--- src/rtl/hilo_mdu_ctrl_pkg.sv ---
// rtl/hilo_mdu_ctrl_pkg.sv - shared types and op decode for the HI/LO multiply/divide sequencer
// Purpose: op encodings, FSM state type, divide step count and op-class helpers.
// Ports: none (package).
package hilo_mdu_ctrl_pkg;

  localparam logic [2:0] MDU_OP_MULT  = 3'd0;
  localparam logic [2:0] MDU_OP_MULTU = 3'd1;
  localparam logic [2:0] MDU_OP_DIV   = 3'd2;
  localparam logic [2:0] MDU_OP_DIVU  = 3'd3;
  localparam logic [2:0] MDU_OP_MTHI  = 3'd4;
  localparam logic [2:0] MDU_OP_MTLO  = 3'd5;

  localparam logic [5:0] DIV_LAST_STEP = 6'd31;

  typedef enum logic [1:0] {
    MDU_IDLE = 2'd0,
    MDU_MUL  = 2'd1,
    MDU_DIV  = 2'd2,
    MDU_DONE = 2'd3
  } mdu_state_e;

  function automatic logic is_mul(input logic [2:0] op);
    return (op == MDU_OP_MULT) || (op == MDU_OP_MULTU);
  endfunction

  function automatic logic is_div(input logic [2:0] op);
    return (op == MDU_OP_DIV) || (op == MDU_OP_DIVU);
  endfunction

  function automatic logic is_mt(input logic [2:0] op);
    return (op == MDU_OP_MTHI) || (op == MDU_OP_MTLO);
  endfunction

endpackage

--- src/rtl/hilo_mdu_ctrl_if.sv ---
// rtl/hilo_mdu_ctrl_if.sv - EX-stage request / HI-LO write-back bundle
// Purpose: groups the request side (start/op/a/b/flush) and the result side
//   (busy, hi_we/lo_we, hi_wd/lo_wd) of the multiply/divide sequencer.
// Modports: master = EX stage / pipeline side, slave = sequencer.
interface hilo_mdu_ctrl_if;
  logic        start;
  logic [2:0]  op;
  logic [31:0] a;
  logic [31:0] b;
  logic        flush;
  logic        busy;
  logic        hi_we;
  logic        lo_we;
  logic [31:0] hi_wd;
  logic [31:0] lo_wd;

  modport master (
    output start, op, a, b, flush,
    input  busy, hi_we, lo_we, hi_wd, lo_wd
  );

  modport slave (
    input  start, op, a, b, flush,
    output busy, hi_we, lo_we, hi_wd, lo_wd
  );
endinterface

--- src/rtl/hilo_mdu_ctrl_div_radix2_step.sv ---
// rtl/hilo_mdu_ctrl_div_radix2_step.sv - one combinational restoring-division step
// Purpose: shifts the next dividend bit into the partial remainder and subtracts
//   the divisor if it fits, shifting the resulting quotient bit in.
// Ports: rem_i/quo_i/divisor_i current state; rem_o/quo_o next state.
module div_radix2_step (
  input  logic [32:0] rem_i,
  input  logic [31:0] quo_i,
  input  logic [31:0] divisor_i,
  output logic [32:0] rem_o,
  output logic [31:0] quo_o
);
  logic [33:0] shifted;
  logic [33:0] diff;

  always_comb begin
    // Partial remainder stays below the divisor, so shifted never uses bit 33
    // and diff[33] is a clean borrow flag.
    shifted = {rem_i, quo_i[31]};
    diff    = shifted - {2'b00, divisor_i};
    if (diff[33]) begin
      rem_o = shifted[32:0];
      quo_o = {quo_i[30:0], 1'b0};
    end else begin
      rem_o = diff[32:0];
      quo_o = {quo_i[30:0], 1'b1};
    end
  end
endmodule

--- src/rtl/hilo_mdu_ctrl.sv ---
// rtl/hilo_mdu_ctrl.sv - multiply/divide sequencer owning all HI/LO writes
// Purpose: accepts MULT/MULTU/DIV/DIVU/MTHI/MTLO, runs a fixed-latency multiply
//   or a 32-step restoring divide, stalls via busy, then pulses hi_we/lo_we for
//   one cycle with hi_wd/lo_wd held stable for the whole cycle.
// Ports: clk, rst (sync, active-high); mdu (slave modport: start, op, a, b,
//   flush in; busy, hi_we, lo_we, hi_wd, lo_wd out).
module hilo_mdu_ctrl
  import hilo_mdu_ctrl_pkg::*;
#(
  parameter int MUL_CYCLES = 2
) (
  input  logic            clk,
  input  logic            rst,
  hilo_mdu_ctrl_if.slave  mdu
);
  mdu_state_e  state_q, state_d;
  logic [2:0]  op_q, op_d;
  logic [31:0] a_q, a_d, b_q, b_d;
  logic [5:0]  cnt_q, cnt_d;
  logic [32:0] rem_q, rem_d;
  logic [31:0] quo_q, quo_d, dvsr_q, dvsr_d;
  logic        neg_quo_q, neg_quo_d, neg_rem_q, neg_rem_d;
  logic        sel_hi_q, sel_hi_d, sel_lo_q, sel_lo_d;
  logic [31:0] hi_wd_q, hi_wd_d, lo_wd_q, lo_wd_d;

  logic        req_mul, req_div, req_mt, req_signed, accept;
  logic [32:0] step_rem;
  logic [31:0] step_quo;
  logic [32:0] mul_x, mul_y;
  logic [63:0] prod;

  div_radix2_step u_step (
    .rem_i     (rem_q),
    .quo_i     (quo_q),
    .divisor_i (dvsr_q),
    .rem_o     (step_rem),
    .quo_o     (step_quo)
  );

  // Operands are latched, so the product settles during the MUL cycles.
  assign mul_x = {(op_q == MDU_OP_MULT) & a_q[31], a_q};
  assign mul_y = {(op_q == MDU_OP_MULT) & b_q[31], b_q};
  assign prod  = 64'($signed(mul_x)) * 64'($signed(mul_y));

  always_comb begin
    req_mul    = is_mul(mdu.op);
    req_div    = is_div(mdu.op) && (mdu.b != 32'd0);
    req_mt     = is_mt(mdu.op);
    req_signed = (mdu.op == MDU_OP_DIV);
    // Divide by zero and ops 6/7 are simply not accepted.
    accept = mdu.start && !mdu.flush &&
             ((state_q == MDU_IDLE) || (state_q == MDU_DONE)) &&
             (req_mul || req_div || req_mt);
  end

  always_ff @(posedge clk) begin
    if (rst) begin
      state_q   <= MDU_IDLE;
      op_q      <= '0;
      a_q       <= '0;
      b_q       <= '0;
      cnt_q     <= '0;
      rem_q     <= '0;
      quo_q     <= '0;
      dvsr_q    <= '0;
      neg_quo_q <= 1'b0;
      neg_rem_q <= 1'b0;
      sel_hi_q  <= 1'b0;
      sel_lo_q  <= 1'b0;
      hi_wd_q   <= '0;
      lo_wd_q   <= '0;
    end else begin
      state_q   <= state_d;
      op_q      <= op_d;
      a_q       <= a_d;
      b_q       <= b_d;
      cnt_q     <= cnt_d;
      rem_q     <= rem_d;
      quo_q     <= quo_d;
      dvsr_q    <= dvsr_d;
      neg_quo_q <= neg_quo_d;
      neg_rem_q <= neg_rem_d;
      sel_hi_q  <= sel_hi_d;
      sel_lo_q  <= sel_lo_d;
      hi_wd_q   <= hi_wd_d;
      lo_wd_q   <= lo_wd_d;
    end
  end

  always_comb begin
    state_d   = state_q;
    op_d      = op_q;
    a_d       = a_q;
    b_d       = b_q;
    cnt_d     = cnt_q;
    rem_d     = rem_q;
    quo_d     = quo_q;
    dvsr_d    = dvsr_q;
    neg_quo_d = neg_quo_q;
    neg_rem_d = neg_rem_q;
    sel_hi_d  = sel_hi_q;
    sel_lo_d  = sel_lo_q;
    hi_wd_d   = hi_wd_q;
    lo_wd_d   = lo_wd_q;

    case (state_q)
      MDU_MUL: begin
        cnt_d = cnt_q + 6'd1;
        if (cnt_q + 6'd1 == 6'(MUL_CYCLES)) begin
          state_d = MDU_DONE;
          hi_wd_d = prod[63:32];
          lo_wd_d = prod[31:0];
        end
      end
      MDU_DIV: begin
        rem_d = step_rem;
        quo_d = step_quo;
        cnt_d = cnt_q + 6'd1;
        if (cnt_q == DIV_LAST_STEP) begin
          state_d = MDU_DONE;
          lo_wd_d = neg_quo_q ? -step_quo : step_quo;
          hi_wd_d = neg_rem_q ? -step_rem[31:0] : step_rem[31:0];
        end
      end
      MDU_DONE: state_d = MDU_IDLE;
      default:  ;
    endcase

    if (accept) begin
      op_d  = mdu.op;
      cnt_d = '0;
      if (req_mul) begin
        state_d  = MDU_MUL;
        a_d      = mdu.a;
        b_d      = mdu.b;
        sel_hi_d = 1'b1;
        sel_lo_d = 1'b1;
      end else if (req_div) begin
        // Divide unsigned magnitudes; signs are restored when entering DONE.
        state_d   = MDU_DIV;
        rem_d     = '0;
        quo_d     = (req_signed && mdu.a[31]) ? -mdu.a : mdu.a;
        dvsr_d    = (req_signed && mdu.b[31]) ? -mdu.b : mdu.b;
        neg_quo_d = req_signed && (mdu.a[31] ^ mdu.b[31]);
        neg_rem_d = req_signed && mdu.a[31];
        sel_hi_d  = 1'b1;
        sel_lo_d  = 1'b1;
      end else begin
        state_d  = MDU_DONE;
        sel_hi_d = (mdu.op == MDU_OP_MTHI);
        sel_lo_d = (mdu.op == MDU_OP_MTLO);
        if (mdu.op == MDU_OP_MTHI) hi_wd_d = mdu.a;
        else                       lo_wd_d = mdu.a;
      end
    end

    if (mdu.flush) state_d = MDU_IDLE;
  end

  always_comb begin
    mdu.busy  = (state_q == MDU_MUL) || (state_q == MDU_DIV) ||
                (accept && (req_mul || req_div));
    mdu.hi_we = (state_q == MDU_DONE) && sel_hi_q && !mdu.flush;
    mdu.lo_we = (state_q == MDU_DONE) && sel_lo_q && !mdu.flush;
    mdu.hi_wd = hi_wd_q;
    mdu.lo_wd = lo_wd_q;
  end
endmodule
--- src/flat_wrapper.sv ---
// flat-port wrapper written by rule: the top's interface ports become plain ports
module hilo_mdu_ctrl_flat import hilo_mdu_ctrl_pkg::*;
#(
  parameter int MUL_CYCLES = 2
)
  (clk, rst, mdu_start, mdu_op, mdu_a, mdu_b, mdu_flush, mdu_busy, mdu_hi_we, mdu_lo_we, mdu_hi_wd, mdu_lo_wd);
  hilo_mdu_ctrl_if mdu_i ();
  input  logic clk;
  input  logic rst;
  input wire logic [$bits(mdu_i.start)-1:0] mdu_start;
  input wire logic [$bits(mdu_i.op)-1:0] mdu_op;
  input wire logic [$bits(mdu_i.a)-1:0] mdu_a;
  input wire logic [$bits(mdu_i.b)-1:0] mdu_b;
  input wire logic [$bits(mdu_i.flush)-1:0] mdu_flush;
  output wire logic [$bits(mdu_i.busy)-1:0] mdu_busy;
  output wire logic [$bits(mdu_i.hi_we)-1:0] mdu_hi_we;
  output wire logic [$bits(mdu_i.lo_we)-1:0] mdu_lo_we;
  output wire logic [$bits(mdu_i.hi_wd)-1:0] mdu_hi_wd;
  output wire logic [$bits(mdu_i.lo_wd)-1:0] mdu_lo_wd;
  assign mdu_i.start = mdu_start;
  assign mdu_i.op = mdu_op;
  assign mdu_i.a = mdu_a;
  assign mdu_i.b = mdu_b;
  assign mdu_i.flush = mdu_flush;
  assign mdu_busy = mdu_i.busy;
  assign mdu_hi_we = mdu_i.hi_we;
  assign mdu_lo_we = mdu_i.lo_we;
  assign mdu_hi_wd = mdu_i.hi_wd;
  assign mdu_lo_wd = mdu_i.lo_wd;
  hilo_mdu_ctrl #(.MUL_CYCLES(MUL_CYCLES)) u_core (.clk(clk), .rst(rst), .mdu(mdu_i));
endmodule
--- config.mk ---
export PLATFORM = sky130hd
export DESIGN_NAME = hilo_mdu_ctrl_flat
export DESIGN_NICKNAME = d
export VERILOG_FILES = /design/src/rtl/hilo_mdu_ctrl_pkg.sv /design/src/rtl/hilo_mdu_ctrl_if.sv /design/src/rtl/hilo_mdu_ctrl_div_radix2_step.sv /design/src/rtl/hilo_mdu_ctrl.sv /design/src/flat_wrapper.sv
export SDC_FILE = /design/constraint.sdc
export NUM_CORES = 2
export LEC_CHECK = 0
export BUFFER_PORTS_ARGS = -buffer_cell sky130_fd_sc_hd__buf_2
export CORE_MARGIN = 2
export CORE_UTILIZATION = 65
export DETAILED_ROUTE_END_ITERATION = 8
export GPL_TIMING_DRIVEN = 0
export PLACE_DENSITY = 0.82
export SLEW_MARGIN = 0
export SYNTH_ARGS = -nofsm -noshare
export SYNTH_HDL_FRONTEND = slang
export SYNTH_HIERARCHICAL = 1
export SYNTH_SLANG_ARGS = --single-unit
--- constraint.sdc ---
create_clock -name clk -period 11.45 [get_ports clk]
set_clock_uncertainty 0.05 [all_clocks]
set_input_delay 1.7175 -clock clk [delete_from_list [all_inputs] [get_ports clk]]
set_output_delay 1.7175 -clock clk [all_outputs]
set_load 0.01 [all_outputs]
==> After elaboration in Yosys (flattened, before gate mapping) <==
Cells that the tools add are included.
{ "totals": {"in_bits": 71, "ff_bits": 240} }
{ "op_classes": {"n_mul": 1, "n_bitwise": 4, "reduce_logical": 32, "n_eq_ne": 12, "mux": 38, "addsub": 6} }
{ "ops": {"columns": ["op", "n"], "rows": [
  ["$mux W32", 20],
  ["$mux W33", 5],
  ["$neg A32 Y32", 4],
  ["$pmux W32 S2", 2],
  ["$mul A33 B33 Y64", 1],
  ["$sub A34 B32 Y34", 1],
  ["$reduce_bool A32 Y1", 1],
  ["$logic_and A1 B1 Y1", 12],
  ["$logic_or A1 B1 Y1", 8],
  ["$mux W2", 4],
  ["$add A6 B1 Y6 const B", 1],
  ["$eq A3 B2 Y1 const B", 2],
  ["$eq A3 B3 Y1 const B", 2],
  ["$eq A6 B2 Y1 const B", 1],
  ["$eq A6 B5 Y1 const B", 1],
  ["$logic_not A3 Y1", 2],
  ["$mux W1", 6],
  ["$ne A3 B1 Y1 const B", 2],
  ["$pmux W2 S3", 1],
  ["$reduce_and A3 Y1", 2],
  ["$reduce_or A2 Y1", 3],
  ["$eq A2 B2 Y1 const B", 2],
  ["$reduce_bool A4 Y1", 1],
  ["$eq A3 B1 Y1 const B", 1],
  ["other kinds (7)", 8]
]} }

==> Logic depth before layout (Yosys ltp) <==
{ "depth": {"depth_word": 10, "ltp_mapped": 31, "mapped_depth_nobuf": 29} }

==> Hierarchy <==
Netlist, hierarchy kept.
{ "modules_own_cells": {"columns": ["mod", "area_per_inst_um2", "cells_each", "n_inst", "seq_area_each_um2"], "rows": [
  ["hilo_mdu_ctrl", 50589.8, 5839, 1, 4804.6],
  ["div_radix2_step", 2446.1, 337, 1, 0.0]
]} }

==> Least setup slack after synthesis <==
Ideal clock, no wire load.
{ "synth_path": {"kind": "register to register", "start": "register u_core.op_q[2]", "end": "register u_core.hi_wd_q[27], in the netlist u_core/mdu.hi_wd[27]", "arrival_time_ps": 7803, "setup_ps": 78, "slack_ps": 3519, "path_buffers": 3, "t_required_ps": 11322, "stages_incl_launch_ff": 29, "synth_period_minus_slack_ps": 7931, "path_cell_list": "dfxtp_1 -> nor3_1 -> clkbuf_1 -> clkbuf_1 -> and3_1 -> fa_1 -> fa_1 -> fa_1 -> fa_1 -> inv_1 -> fa_1 -> inv_1 -> fa_1 -> inv_1 -> fa_1 -> fa_1 -> inv_1 -> ha_1 -> clkbuf_1 -> a21o_1 -> a31oi_1 -> o221ai_1 -> a21oi_1 -> nor2_1 -> a2111oi_0 -> o22a_1 -> xnor2_1 -> a21oi_1 -> nor3_1"} }
{ "synth_between": {"elab_chain_len": 9, "word_cells_on_any_way": 10, "classes_between": "mul: 1; mux: 6; bitwise: 2; reduce/logical: 1"} }
{ "synth_rtl": {"columns": ["element", "line_no", "text"], "rows": [
  ["start: declaration", "hilo_mdu_ctrl.sv:17", "logic [2:0] op_q, op_d;"],
  ["start signal: assignment", "hilo_mdu_ctrl.sv:74", "op_q <= op_d;"],
  ["$logic_not A3 Y1 *", "hilo_mdu_ctrl.sv:41, hilo_mdu_ctrl.sv:42", null],
  ["$and A1 B1 Y1, on equally long branches", "hilo_mdu_ctrl.sv:41, hilo_mdu_ctrl.sv:42", null],
  ["$mul A33 B33 Y64 *", "hilo_mdu_ctrl.sv:43", "assign prod = 64'($signed(mul_x)) * 64'($signed(mul_y));"],
  ["$mux W32 *", "hilo_mdu_ctrl.sv:109", "if (cnt_q + 6'd1 == 6'(MUL_CYCLES)) begin"],
  ["$pmux W32 S2 *", "hilo_mdu_ctrl.sv:106", "case (state_q)"],
  ["$mux W32", "hilo_mdu_ctrl.sv:152", "if (mdu.op == MDU_OP_MTHI) hi_wd_d = mdu.a;"],
  ["$mux W32", "hilo_mdu_ctrl.sv:138", "end else if (req_div) begin"],
  ["$mux W32", "hilo_mdu_ctrl.sv:132", "if (req_mul) begin"],
  ["$mux W32 *", "hilo_mdu_ctrl.sv:129", "if (accept) begin"],
  ["end signal: assignment", "hilo_mdu_ctrl.sv:85", "hi_wd_q <= hi_wd_d;"],
  ["end: declaration", "hilo_mdu_ctrl.sv:24", "logic [31:0] hi_wd_q, hi_wd_d, lo_wd_q, lo_wd_d;"]
]} }
Mark *: on every way between the ends. The rest lies on a longest branch, timed or not.
A chain may end at the register's enable or synchronous reset.

==> Final worst setup path <==
{ "layout_path": {"start": "register u_core.op_q[2]", "end": "register u_core.hi_wd_q[24], in the netlist u_core/mdu.hi_wd[24]"} }
Same word-level chain as after synthesis.

==> impl_metrics.toml <==
[place]
dp_cells = 7366
hpwl_um = 160000
place_congestion = 1.07
place_area_um2 = 55000
portBuffers = 130

[route]
antenna_violating_nets_post_route = 0
viasPerCell = 6.35
drc = 0
drt_iter0_drc = 6206
avgRoutedWirePerCell_um = 26.5
vias = 47200
firstDrtPassIters = 6
wirelength_um = 197000

[clock_network]
numCtsBuffers = 24
ctsResizeCount = 0
cts_hold_buf = 0
root_buffer = "clkbuf_16"
cts_tree = "done"
htree_levels = 1
clock_latency_ns = 0.58
postCtsSetupBuffers = 0
clk_pin_slew_ns = 0.07
cts_buffer_depth = 3
cts.sinks = 240

[synth]
synth_top_flop_cell = "dfxtp_1"
syn_inst = 6176
synth.area.top_cells = "fa_1 43%, dfxtp_1 9.1%, inv_1 8.5%"
synth.most_common_cell = "inv_1"
synthesis.area_um2 = 53000
synth_common_cells = "1198 x inv_1, 1126 x fa_1, 1049 x nand2_1, 350 x clkbuf_1, 297 x and2_1"
ys_seq_area_share_pct = 9.06
avgSynthCellArea_um2 = 8.59
yosys_register_bits = 240
yosysUniqueCellTypes = 86
syn_nets = 7626
synth_edf_count = 0
yosysTopAreaCell = "fa_1"
synth_top_area_share_pct = 42.5
yosys_warnings = 6
synth-async-reset-ratio_pct = 0

[status]
status = "finished, violations left"
violations = "max-capacitance violations, max-slew violations"

[cells_and_area]
multi_input_area_um2 = 42000
stdcell_count = 7431
final-seq-area_um2 = 4800
finalInstanceArea_um2 = 55900
syn_to_final_growth_pct = 5.38
layout-drive-gt1-share_pct = 4.22
n_fill_cell = 6665
finalNetCount = 7782

[timing]
worst_hold_slack_ns = 0.404
fmax_mhz = 92.2
setup_viol = 0
period_share_pct = 94.7
maxSlewHeadroom_pct = -0.582
rsz0062_at_grt = "no"
fin_tns_setup_ns = 0
report.final.slew_viol_count = 8
fin_crit_ns = 10.84
finalHoldViolCount = 0
worstMarginPinSlew_ns = 1.51

[critical_path]
worst_setup_path_start_kind = "register"
critPathKind = "register to register"
crit_fanout = 10
end_kind = "register"
r2r_slack_ns = 0.61
r2r-start = "u_core/op_q[2]"
arrival_ns = 11.22
required_ns = 11.83
startpoint = "u_core/op_q[2]"

[grt]
grt_start_max_net_pins = 25
grt-ovfl-total = 0
grt_pass1_vias = 47000
antenna_found_initial = 32
grt_pass1_wl_um = 290000
grtUsageTotal_pct = 47.6

[flow_run]
cap_violations = 1

[min_path]
hold_class = "register to register"
hp-start = "u_core/dvsr_q[18]"

[floorplan]
die_w_um = 290
core_um2 = 80700
die_y_um = 290
rows = 104
die_area_um2 = 83900
initial_utilization_pct = 65.7
boundaryPins = 138

[power]
p_per_area_nw_per_um2 = 60.7
cellLeakagePower_uw = 0.0245
vdd_drop_max_mv = 0.154
## power breakdown
part	total (µW)	leakage, µW	internal [µW]	switching [µW]
Sequential	909	0.00194	868	41.2
Clock	859	0.000396	459	400
Combinational	1630	0.0222	549	1080
## registers in the layout, summed over array words and instances, names as in the netlist
register,count
u_core/a_q,32
u_core/b_q,32
u_core/cnt_q,6
u_core/dvsr_q,32
u_core/mdu.hi_wd,32
u_core/mdu.lo_wd,32
u_core/neg_quo_q,1
u_core/neg_rem_q,1
u_core/op_q,3
u_core/quo_q,32
u_core/rem_q,33
u_core/sel_hi_q,1
u_core/sel_lo_q,1
u_core/state_q,2
## worst max-delay path: stages, from the launching register on
cell      delay (ns)
dfxtp_1         0.31
nor3_1          0.52
clkbuf_1        0.60
clkbuf_1        0.70
and3_1          0.29
fa_1            0.49
fa_1            0.64
fa_2            0.56
fa_1            1.11
inv_1           0.47
fa_1            0.60
inv_1           0.05
fa_1            0.52
inv_1           0.05
fa_1            0.47
fa_1            0.66
inv_1           0.09
ha_1            0.28
clkbuf_1        0.34
nand4_1         0.22
or4_1           0.54
a21oi_1         0.26
o31ai_1         0.19
and3_1          0.20
o21ai_0         0.31
a221oi_1        0.12
## layout make-up
cell class                 count  area share (%)
clock buffer                  24            1.07
tap                         1060            2.37
timing repair buffer         130            1.16
sequential                   240            8.60
inverter                    1199            8.05
clock inverter                18           0.385
buffer                       407            3.02
multi-input combinational   4330            75.2
antenna                       23           0.103
## metrics by stage
stage / setup WS [ns] / util (%) / power [µW]
6_report: 0.607 / 69.3 / 3390
5_1_grt: 0.396 / 69.2 / 3490
4_1_cts: 0.917 / 69.2 / 3300
3_5_place_dp: 0.971 / 68.2 / 2460
3_3_place_gp: 1.05 / 68.2 / 2440
2_1_floorplan: 3.52 / - / 1960
## worst paths after layout
path | endpoint | cells past startpoint
max | u_core/mdu.hi_wd[24] | 25
min reg2reg | u_core/dvsr_q[18] | 2
min | u_core/dvsr_q[18] | 2
max reg2reg | u_core/mdu.hi_wd[24] | 25
## cells in the final DEF (no fill, tap or decap), types with 123 or more instances in the layout
cell / synthesis / final
ha_1: 253 / 253
a21oi_1: 230 / 230
nor2_1: 260 / 260
inv_1: 1198 / 1198
xnor2_1: 123 / 123
o21ai_0: 146 / 146
dfxtp_1: 240 / 240
nand2_1: 1049 / 1049
clkbuf_1: 350 / 350
fa_1: 1126 / 1125
and2_1: 297 / 297
buf_2: 13 / 143
## kinds of logic (layout without fill, tap and decap cells)
family | Yosys count | after routing | share of synthesized area (%)
buf+inv | 1606 | 1778 | 11.7
compound gates | 761 | 761 | 9.36
flops | 240 | 240 | 9.06
other cells | 0 | 23 | 0
fa+ha+maj | 1379 | 1379 | 48.5
xor+xnor | 222 | 222 | 3.67
simple gates | 1872 | 1872 | 15.9
mux | 96 | 96 | 1.87
## metal layers
metal | global-route usage, % | vias to the layer above | share of wire (%)
li1 | - | 19100 | -
met1 | 60.1 | 23300 | 34
met2 | 68.1 | 3719 | 42
met3 | 17.8 | 1018 | 15
met4 | 32.8 | 18 | 8.8
met5 | 0 | - | 0.054
No activity file was read; power rests on OpenSTA's default activity.
